### config.mk
export PLATFORM = sky130hd
export DESIGN_NAME = switch_bcd_display
export DESIGN_NICKNAME = d
export VERILOG_FILES = /design/src/rtl/switch_bcd_display.sv
export SDC_FILE = /design/constraint.sdc
export NUM_CORES = 1
export LEC_CHECK = 0
export CAP_MARGIN = 20
export CORE_ASPECT_RATIO = 2
export CORE_MARGIN = 1.5
export CORE_UTILIZATION = 45
export DETAILED_ROUTE_END_ITERATION = 16
export GPL_ROUTABILITY_DRIVEN = 0
export PLACE_DENSITY = 0.63
export SETUP_SLACK_MARGIN = 0.5
export SYNTH_ARGS = -nofsm -noshare
export SYNTH_HDL_FRONTEND = slang
export SYNTH_SLANG_ARGS = --single-unit
export TNS_END_PERCENT = 30
### constraint.sdc
create_clock -name CLOCK_50 -period 5.8 [get_ports CLOCK_50]
set_clock_uncertainty 0.05 [all_clocks]
set_input_delay 1.16 -clock CLOCK_50 [delete_from_list [all_inputs] [get_ports CLOCK_50]]
set_output_delay 1.16 -clock CLOCK_50 [all_outputs]
set_load 0.03 [all_outputs]
### src/rtl/switch_bcd_display.sv
// Multi-channel switch field to decimal seven-segment driver.
// Iterative double-dabble conversion, outputs refreshed once per sweep.
module switch_bcd_display #(
  parameter int CHANNELS = 2,
  parameter int IN_W     = 7,
  parameter int DIGITS   = 2,
  parameter int SAT_MAX  = 99
) (
  input  logic                         CLOCK_50,
  input  logic                         RESET_N,
  input  logic [CHANNELS*IN_W-1:0]     SW,
  input  logic                         BLANK_LZ,
  output logic [CHANNELS*DIGITS*7-1:0] HEX,
  output logic [CHANNELS-1:0]          OVF,
  output logic                         BUSY,
  output logic                         UPDATE
);

  localparam int SNW   = CHANNELS*IN_W + 1;
  localparam int BW    = 4*DIGITS;
  localparam int HW    = CHANNELS*DIGITS*7;
  localparam int CH_W  = (CHANNELS > 1) ? $clog2(CHANNELS) : 1;
  localparam int CNT_W = (IN_W > 1) ? $clog2(IN_W) : 1;
  localparam logic [31:0] SAT = 32'(SAT_MAX);

  if (10**DIGITS <= SAT_MAX) begin : g_bad_digits
    $error("DIGITS too small for SAT_MAX");
  end

  typedef enum logic [1:0] {
    S_IDLE,
    S_LOAD,
    S_SHIFT,
    S_STORE
  } state_t;

  state_t              state_q, state_d;
  logic [SNW-1:0]      sync1_q, sync1_d;
  logic [SNW-1:0]      sync2_q, sync2_d;
  logic [SNW-1:0]      snap_q, snap_d;
  logic                snap_vld_q, snap_vld_d;
  logic [CH_W-1:0]     ch_q, ch_d;
  logic [CNT_W-1:0]    cnt_q, cnt_d;
  logic [IN_W-1:0]     bin_q, bin_d;
  logic [BW-1:0]       bcd_q, bcd_d;
  logic [CHANNELS-1:0] ovf_tmp_q, ovf_tmp_d;
  logic [HW-1:0]       shadow_q, shadow_d;
  logic [HW-1:0]       hex_q, hex_d;
  logic [CHANNELS-1:0] ovf_q, ovf_d;
  logic                busy_q, busy_d;
  logic                update_q, update_d;

  logic [IN_W-1:0]     fld;
  logic [BW-1:0]       bcd_adj;
  logic [3:0]          dig;
  logic                zero_hi;

  function automatic logic [6:0] seg7(input logic [3:0] d);
    case (d)
      4'd0:    seg7 = 7'h40;
      4'd1:    seg7 = 7'h79;
      4'd2:    seg7 = 7'h24;
      4'd3:    seg7 = 7'h30;
      4'd4:    seg7 = 7'h19;
      4'd5:    seg7 = 7'h12;
      4'd6:    seg7 = 7'h02;
      4'd7:    seg7 = 7'h78;
      4'd8:    seg7 = 7'h00;
      4'd9:    seg7 = 7'h10;
      default: seg7 = 7'h7F;
    endcase
  endfunction

  always_comb begin
    sync1_d    = {SW, BLANK_LZ};
    sync2_d    = sync1_q;
    state_d    = state_q;
    snap_d     = snap_q;
    snap_vld_d = snap_vld_q;
    ch_d       = ch_q;
    cnt_d      = cnt_q;
    bin_d      = bin_q;
    bcd_d      = bcd_q;
    ovf_tmp_d  = ovf_tmp_q;
    shadow_d   = shadow_q;
    hex_d      = hex_q;
    ovf_d      = ovf_q;
    busy_d     = busy_q;
    update_d   = 1'b0;
    fld        = snap_q[1 + int'(ch_q)*IN_W +: IN_W];
    bcd_adj    = bcd_q;
    dig        = 4'd0;
    zero_hi    = 1'b1;

    for (int i = 0; i < DIGITS; i++) begin
      if (bcd_q[4*i +: 4] >= 4'd5) begin
        bcd_adj[4*i +: 4] = bcd_q[4*i +: 4] + 4'd3;
      end
    end

    case (state_q)
      S_IDLE: begin
        if (!snap_vld_q || (sync2_q != snap_q)) begin
          snap_d     = sync2_q;
          snap_vld_d = 1'b1;
          busy_d     = 1'b1;
          ch_d       = '0;
          state_d    = S_LOAD;
        end
      end
      S_LOAD: begin
        if (32'(fld) > SAT) begin
          bin_d           = SAT[IN_W-1:0];
          ovf_tmp_d[ch_q] = 1'b1;
        end else begin
          bin_d           = fld;
          ovf_tmp_d[ch_q] = 1'b0;
        end
        bcd_d   = '0;
        cnt_d   = '0;
        state_d = S_SHIFT;
      end
      S_SHIFT: begin
        {bcd_d, bin_d} = {bcd_adj[BW-2:0], bin_q, 1'b0};
        cnt_d          = cnt_q + CNT_W'(1);
        if (cnt_q == CNT_W'(IN_W-1)) begin
          state_d = S_STORE;
        end
      end
      S_STORE: begin
        // Walk from the top digit so zero_hi covers digits d..DIGITS-1
        for (int d = DIGITS-1; d >= 0; d--) begin
          dig     = bcd_q[4*d +: 4];
          zero_hi = zero_hi && (dig == 4'd0);
          if ((d > 0) && snap_q[0] && zero_hi) begin
            shadow_d[(int'(ch_q)*DIGITS + d)*7 +: 7] = 7'h7F;
          end else begin
            shadow_d[(int'(ch_q)*DIGITS + d)*7 +: 7] = seg7(dig);
          end
        end
        if (ch_q == CH_W'(CHANNELS-1)) begin
          hex_d    = shadow_d;
          ovf_d    = ovf_tmp_q;
          update_d = 1'b1;
          busy_d   = 1'b0;
          state_d  = S_IDLE;
        end else begin
          ch_d    = ch_q + CH_W'(1);
          state_d = S_LOAD;
        end
      end
      default: state_d = S_IDLE;
    endcase
  end

  always_ff @(posedge CLOCK_50) begin
    sync1_q <= sync1_d;
    sync2_q <= sync2_d;
    if (!RESET_N) begin
      state_q    <= S_IDLE;
      snap_q     <= '0;
      snap_vld_q <= 1'b0;
      ch_q       <= '0;
      cnt_q      <= '0;
      bin_q      <= '0;
      bcd_q      <= '0;
      ovf_tmp_q  <= '0;
      shadow_q   <= '1;
      hex_q      <= '1;
      ovf_q      <= '0;
      busy_q     <= 1'b0;
      update_q   <= 1'b0;
    end else begin
      state_q    <= state_d;
      snap_q     <= snap_d;
      snap_vld_q <= snap_vld_d;
      ch_q       <= ch_d;
      cnt_q      <= cnt_d;
      bin_q      <= bin_d;
      bcd_q      <= bcd_d;
      ovf_tmp_q  <= ovf_tmp_d;
      shadow_q   <= shadow_d;
      hex_q      <= hex_d;
      ovf_q      <= ovf_d;
      busy_q     <= busy_d;
      update_q   <= update_d;
    end
  end

  assign HEX    = hex_q;
  assign OVF    = ovf_q;
  assign BUSY   = busy_q;
  assign UPDATE = update_q;

endmodule

---- Yosys cells after proc, flatten, opt, wreduce, memory -nomap -nowiden ----
Memory sizes are Yosys's and may differ from the RTL's. A register that Yosys moved wholly into a read port is not among the register bits.
Index checks and enable logic that the tools add are counted.
storage, ports and cells
  output and inout bits ................... 32
  ROM bits ................................ 224
  memories ................................ 2
  register bits after elaboration ......... 129
  input port bits ......................... 17
cells by class
  mux-type cells .......................... 32
  reductions and logical operators ........ 14
  equal/unequal tests ..................... 8
  add/sub/neg operators ................... 8
  shifts and indexed selects .............. 6
  bitwise gates (word level) .............. 3
  $lt $le $gt $ge ......................... 5
  multipliers ............................. 3
memories
  name              words  bits a word  rd ports  clocked after memory_dff  wr ports  RTL line  text
  (name not given)  16     7            1         1                         0         59        case (d)
  (name not given)  16     7            1         1                         0         59
operator list
  cell                        number
  $bwmux W28                  3
  $shift A7 B33 Y28 const A   2
  $shiftx A7 B33 Y28          2
  $mux W28                    2
  $neg A5 Y33                 1
  $neg A6 Y33                 1
  $shiftx A7 B33 Y28 const A  1
  $mux W7                     4
  $mux W4                     5
  $pmux W8 S2                 1
  $ne A15 B15 Y1              1
  $shiftx A15 B6 Y7           1
  $pmux W7 S2                 1
  $reduce_and A2 Y1           5
  $ge A4 B3 Y1 const B        2
  $mul A1 B3 Y4 const B       2
  $pmux W2 S4                 1
  $gt A7 B7 Y1 const B        1
  $mux W1                     7
  $mul A3 B3 Y6 const B       1
  $mux W2                     3
  $ne A2 B2 Y1 const B        3
  $pmux W3 S2                 1
  $add A1 B4 Y5 const A       1
  23 further kinds            27

---- Depth between registers and ports, before layout ----
Gate-level depths: netlist of run 1.
  depth in word-level cells ............... 9
  gate-level depth with buffers ........... 12
  depth with buffers taken out ............ 12

---- Least setup slack after synthesis of run 1 ----
No wires, ideal clock.
  kind .................................... input -> register
  start ................................... input RESET_N
  end ..................................... register (tool-made name)
  path buffers ............................ 2
  library setup time ...................... 0.122 ns
  stages .................................. 7
  arrival time ............................ 2.584 ns
  slack ................................... 3.044 ns
  path through ............................ clkbuf_1 -> inv_1 -> clkbuf_1 -> a21oi_1 -> inv_1 -> ha_1 -> a311o_1
RTL lines
  element             RTL line  text
  start: declaration  10        input logic RESET_N,

==> results.json, run 1 <==
{
  "rows": 55,
  "clock_sinks": 129,
  "drv_cap": 0,
  "htree_levels": 4,
  "hold_class": "flip-flop to flip-flop",
  "post_dp_cell_area_mm2": 0.00572,
  "cts_tree": "built",
  "synth_area_leaders": "dfxtp_1 49%, nand2_1 7.7%, ha_1 5.3%, nand3_1 5.0%, o21ai_0 3.2%",
  "yosysWarnings": 0,
  "drive_above_1_share": 0.0906,
  "synth_top_area_frac": 0.495,
  "fin_area_mm2": 0.00628,
  "dpl.cell_count": 739,
  "cp.arrival_ns": 2.99,
  "place_hpwl_um": 8440,
  "power_density_mw_per_mm2": 399,
  "setup_viol": 0,
  "initialDrtViolationCount": 171,
  "layout_commonest_cell": "dfxtp_1",
  "outcome": "finished, final reports clean",
  "fin_hold_ws_ns": 0.274,
  "grtUsageTotal": 0.206,
  "worstMarginPinSlew_ns": 0.996,
  "final_max_slew_viol_count": 0,
  "cts_root_buf": "clkbuf_16",
  "synth_top_cell_by_area": "dfxtp_1",
  "viasPerCell": 5.36,
  "grt_pass1_vias": 4165,
  "ys_seq_area_frac": 0.495,
  "clkSlewWorstSetupHoldPaths_ns": 0.05,
  "synth.distinct_cells": 65,
  "final_cells": 771,
  "core_area_mm2": 0.0113,
  "antenna_found_initial": 0,
  "worstPathRequired_ns": 6.03,
  "vias": 4133,
  "die_area_mm2": 0.0123,
  "port-buffer-count": 48,
  "synth_seq_cells": 129,
  "grt.overflow.total": 0,
  "cp-end-kind": "flip-flop",
  "synthCells": 583,
  "leakagePower_nw": 2.55,
  "fin_nets": 656,
  "startpoint_type": "flip-flop",
  "synth_edf_count": 0,
  "layout_common_cells": "129 x dfxtp_1, 107 x nand2_1, 52 x nand3_1, 47 x clkdlybuf4s50_1, 34 x nor2_1",
  "final_antenna_net_count": 0,
  "synth_ff_type": "dfxtp_1",
  "io_pins": 49,
  "grt_max_degree": 83,
  "ir_drop_mv": 0.341,
  "cts_resized": 0,
  "syn_area_mm2": 0.00522,
  "tns_ns": 0,
  "finalCriticalPeriod_ns": 2.76,
  "wl_per_cell_um": 15.1,
  "clock_latency_ns": 0.41,
  "grt_pass1_wl_um": 19400,
  "drtPass1Iterations": 4,
  "drc": 0,
  "mappedNetlistNets": 622,
  "wl_um": 11600,
  "die_height_um": 155,
  "cts_max_path_buffers": 2,
  "ctsHoldBuffers": 0,
  "finalCritPeriodShare": 0.476,
  "worst-setup-path-type": "flip-flop to flip-flop",
  "hold_violations": 0,
  "die_w_um": 79.2,
  "post-cts-setup-buffers": 0,
  "syn_avg_cell_area_um2": 8.95,
  "cp_max_fo": 27,
  "area_growth_pct": 20.4,
  "slew_headroom": 0.336,
  "fmax_mhz": 362,
  "start_util": 0.463,
  "fin_util": 0.557,
  "async_flop_share": 0,
  "cts_buffers": 17,
  "rsz0062_at_grt": "no",
  "n_antenna_cell": 0
}
synth_stat cells (4+ instances only):
| master | n |
|---|---|
| a21o_1 | 9 |
| a21oi_1 | 20 |
| buf_1 | 5 |
| buf_2 | 5 |
| clkbuf_1 | 22 |
| dfxtp_1 | 129 |
| ha_1 | 22 |
| inv_1 | 19 |
| mux2_2 | 4 |
| mux2i_1 | 5 |
| nand2_1 | 107 |
| nand2b_1 | 7 |
| nand3_1 | 52 |
| nand4_1 | 5 |
| nor2_1 | 34 |
| nor3_1 | 13 |
| o21a_1 | 4 |
| o21ai_0 | 33 |
| o31ai_1 | 4 |
| xnor2_1 | 12 |
report_power, final:
group,leakage [nW],switching [mW],internal [mW],total [mW]
clock network,0.262,0.368,0.607,0.975
logic,1.23,0.291,0.182,0.473
registers,1.06,0.0794,0.981,1.06
cell families (layout without fill, tap and decap cells):
kind of cell,count (synthesis),in the layout,synth area share
fa+ha+maj,22,22,0.0527
flops,129,129,0.495
buf+inv,58,104,0.0489
xor+xnor,15,15,0.0252
simple gates,242,242,0.211
mux,9,9,0.0182
compound gates,108,108,0.150
path summary, 6_finish.rpt:
kind	startpoint	end	slack, ns	cells after the start
setup / recovery	state_q[1]	flip-flop	3.04	11
hold / removal	sync1_q[11]	sync2_q[11]	0.27	0
setup reg to reg	state_q[1]	flip-flop	3.04	11
hold reg to reg	sync1_q[11]	sync2_q[11]	0.27	0
routing by layer:
layer | GRT usage | routed length [um] | vias to the layer above
li1 | - | - | 2056
met1 | 0.185 | 3870 | 1917
met2 | 0.387 | 6610 | 114
met3 | 0.0534 | 432 | 46
met4 | 0.137 | 716 | 0
met5 | 0 | 0 | -
final cells by class:
| type | count | area [um^2] |
|---|---|---|
| fill | 1059 | 5000 |
| inverter | 20 | 75.1 |
| clock buffer | 22 | 464 |
| timing repair buffer | 53 | 518 |
| tap | 142 | 178 |
| clock inverter | 9 | 85.1 |
| sequential | 129 | 2580 |
| multi-input combinational | 396 | 2380 |
worst max-delay path: stages (launching register included):
cell and delay, ns:
dfxtp_1 0.39, inv_1 0.12, ha_1 0.31, buf_4 0.30, and2_4 0.32, a22oi_1 0.12
nor2_1 0.20, inv_1 0.12, ha_1 0.23, nand2_1 0.08, o2bb2ai_1 0.09, a311o_1 0.29
per-stage QoR:
stage	total power, mW	worst slack (ns)
floorplan	1.44	3.04
global placement	1.53	3.03
detailed placement	1.55	2.98
CTS	2.53	3.07
global route	2.64	2.88
finish	2.51	3.04
No activity file was read; power rests on OpenSTA's default activity.
==> run 2, diff against run 1 <==
- clock period: 5.8 -> 2.8 ns (I/O delays scaled with it)
==> run 2 against run 1 <==
Effect of this change:
- sequential power rose by 110%
- hold slack got worse by 0.0064 ns
- via count rose by 1.4%
- clock power rose by 140%
- wire length rose by 0.95%
- combinational power rose by 130%
- largest cell class unchanged
- highest routed layer unchanged
==> results.json, run 2 (synthesized netlist as in run 1, its figures left out) <==
{
  "clock_latency_ns": 0.41,
  "path_buf_inv": 2,
  "hold_violations": 0,
  "clock_sinks": 129,
  "crit_slowest_cell": "or3_4",
  "grt_pass1_vias": 4118,
  "rows": 55,
  "start_util": 0.463,
  "die_w_um": 79.2,
  "leakagePower_nw": 2.71,
  "initialDrtViolationCount": 182,
  "die_height_um": 155,
  "reg2reg_slack_ns": 0.54,
  "cp.arrival_ns": 2.51,
  "clockPowerShare": 0.415,
  "drive_above_1_share": 0.177,
  "tns_ns": 0,
  "port-buffer-count": 48,
  "p_comb_frac": 0.196,
  "use_met3": 0.0411,
  "layout_common_cells": "124 x dfxtp_1, 107 x nand2_1, 52 x nand3_1, 47 x clkdlybuf4s50_1, 33 x o21ai_0",
  "grt_use_met1": 0.178,
  "path_cells": "buf_6 -> ha_4 -> and2b_2 -> or3_4 -> a21oi_4 -> o21a_1 -> inv_1 -> ha_4 -> nand4b_1 -> nand2_1",
  "antenna_found_initial": 0,
  "cp_max_fo": 3,
  "place_hpwl_um": 8350,
  "core_area_mm2": 0.0113,
  "startpoint_type": "flip-flop",
  "final_max_slew_viol_count": 0,
  "hold_class": "flip-flop to flip-flop",
  "cts_max_path_buffers": 2,
  "finalCriticalPeriod_ns": 2.26,
  "n_antenna_cell": 0,
  "hp-start": "sync1_q[10]",
  "grtUsageTotal": 0.200,
  "worstPathRequired_ns": 3.05,
  "busiest_layer": "met2",
  "cts_root_buf": "clkbuf_16",
  "grt.overflow.total": 0,
  "fin_util": 0.595,
  "crit_top_cell": "ha_4",
  "die_area_mm2": 0.0123,
  "rsz0062_at_grt": "yes",
  "drv_cap": 0,
  "io_pins": 49,
  "layout_commonest_cell": "dfxtp_1",
  "grt_util_met2": 0.384,
  "htree_levels": 4,
  "finalCritPeriodShare": 0.807,
  "outcome": "finished, final reports clean",
  "final_antenna_net_count": 0,
  "min_path_cells": 0,
  "r2r-start": "bcd_q[0]",
  "worst-setup-path-type": "flip-flop to flip-flop",
  "p_switching_mw": 1.59,
  "fmax_mhz": 442,
  "drtPass1Iterations": 4,
  "drc": 0,
  "grt_pass1_wl_um": 18900,
  "wl_um": 11700,
  "power_density_mw_per_mm2": 838,
  "cts_tree": "built",
  "path_delay_family": "simple AND/OR/NAND/NOR gates",
  "worstMarginPinSlew_ns": 0.621,
  "cts_buffers": 17,
  "clkSlewWorstSetupHoldPaths_ns": 0.06,
  "rr_worst_depth": 10,
  "wl_per_cell_um": 14.9,
  "setup_viol": 0,
  "seqPwrFrac": 0.389,
  "cp-end-kind": "flip-flop",
  "sw_frac_of_total": 0.283,
  "ctsHoldBuffers": 0,
  "viasPerCell": 5.31,
  "vias": 4192,
  "internal_power_mw": 4.04,
  "ir_drop_mv": 0.585,
  "grt_max_degree": 61,
  "area_growth_pct": 28.6,
  "hold_path_end": "sync2_q[10]",
  "fin_nets": 674,
  "slew_headroom": 0.586,
  "critPathMaxStageDelay_ns": 0.38
}
-- run 2: changes by cell type in the layout (fill, tap and decap cells not counted), moves of 5 or more --
| cell | change |
|---|---|
| buf_4 | +16 |
| dfxtp_1 | -5 |
| ha_1 | -11 |
| ha_4 | +8 |
| inv_1 | -10 |
| inv_2 | +8 |
-- run 2: power groups by stage --
| stage | logic (mW) | registers [mW] | clock network (mW) |
|---|---|---|---|
| floorplan | 0.784 | 2.20 | 0 |
| global placement | 0.962 | 2.21 | 0 |
| detailed placement | 0.991 | 2.22 | 0 |
| CTS | 1.09 | 2.18 | 2.38 |
| global route | 1.22 | 2.21 | 2.46 |
| finish | 1.10 | 2.19 | 2.34 |
-- run 2: metrics by stage --
stage | hold WS, ns | total power, mW | instances | cell area (um^2) | worst slack (ns)
floorplan | 0.260 | 2.98 | 583 | 5220 | 0.530
global placement | 0.261 | 3.17 | 743 | 5760 | 0.317
detailed placement | 0.264 | 3.21 | 743 | 5760 | 0.234
CTS | 0.275 | 5.65 | 783 | 6540 | 0.481
global route | 0.277 | 5.88 | 790 | 6710 | 0.458
finish | 0.268 | 5.63 | 790 | 6710 | 0.540
-- run 2: worst max-delay path by stage --
stage / to / startpoint / cells after the start
floorplan: flip-flop / state_q[0] / 9
global placement: flip-flop / bcd_q[0] / 10
detailed placement: flip-flop / state_q[0] / 9
CTS: flip-flop / bcd_q[5] / 10
global route: flip-flop / bcd_q[0] / 12
finish: flip-flop / bcd_q[0] / 10
-- run 2: metal layers --
metal	up-vias	part of all wire
li1	2093	-
met5	-	0
met3	44	0.027
met1	1957	0.36
met2	98	0.56
met4	0	0.053
-- run 2: layout make-up --
type	instances	area (um^2)
inverter	20	81.3
fill	988	4570
timing repair buffer	71	657
multi-input combinational	396	2570
clock inverter	12	181
tap	142	178
sequential	129	2590
clock buffer	20	457
-- run 2: timing repair --
| item | in CTS | in global routing |
|---|---|---|
| resized for setup | 23 | 30 |
| pin swaps | 7 | 13 |
| buffers inserted | 8 | 6 |
| setup endpoints to repair | 14 | 13 |
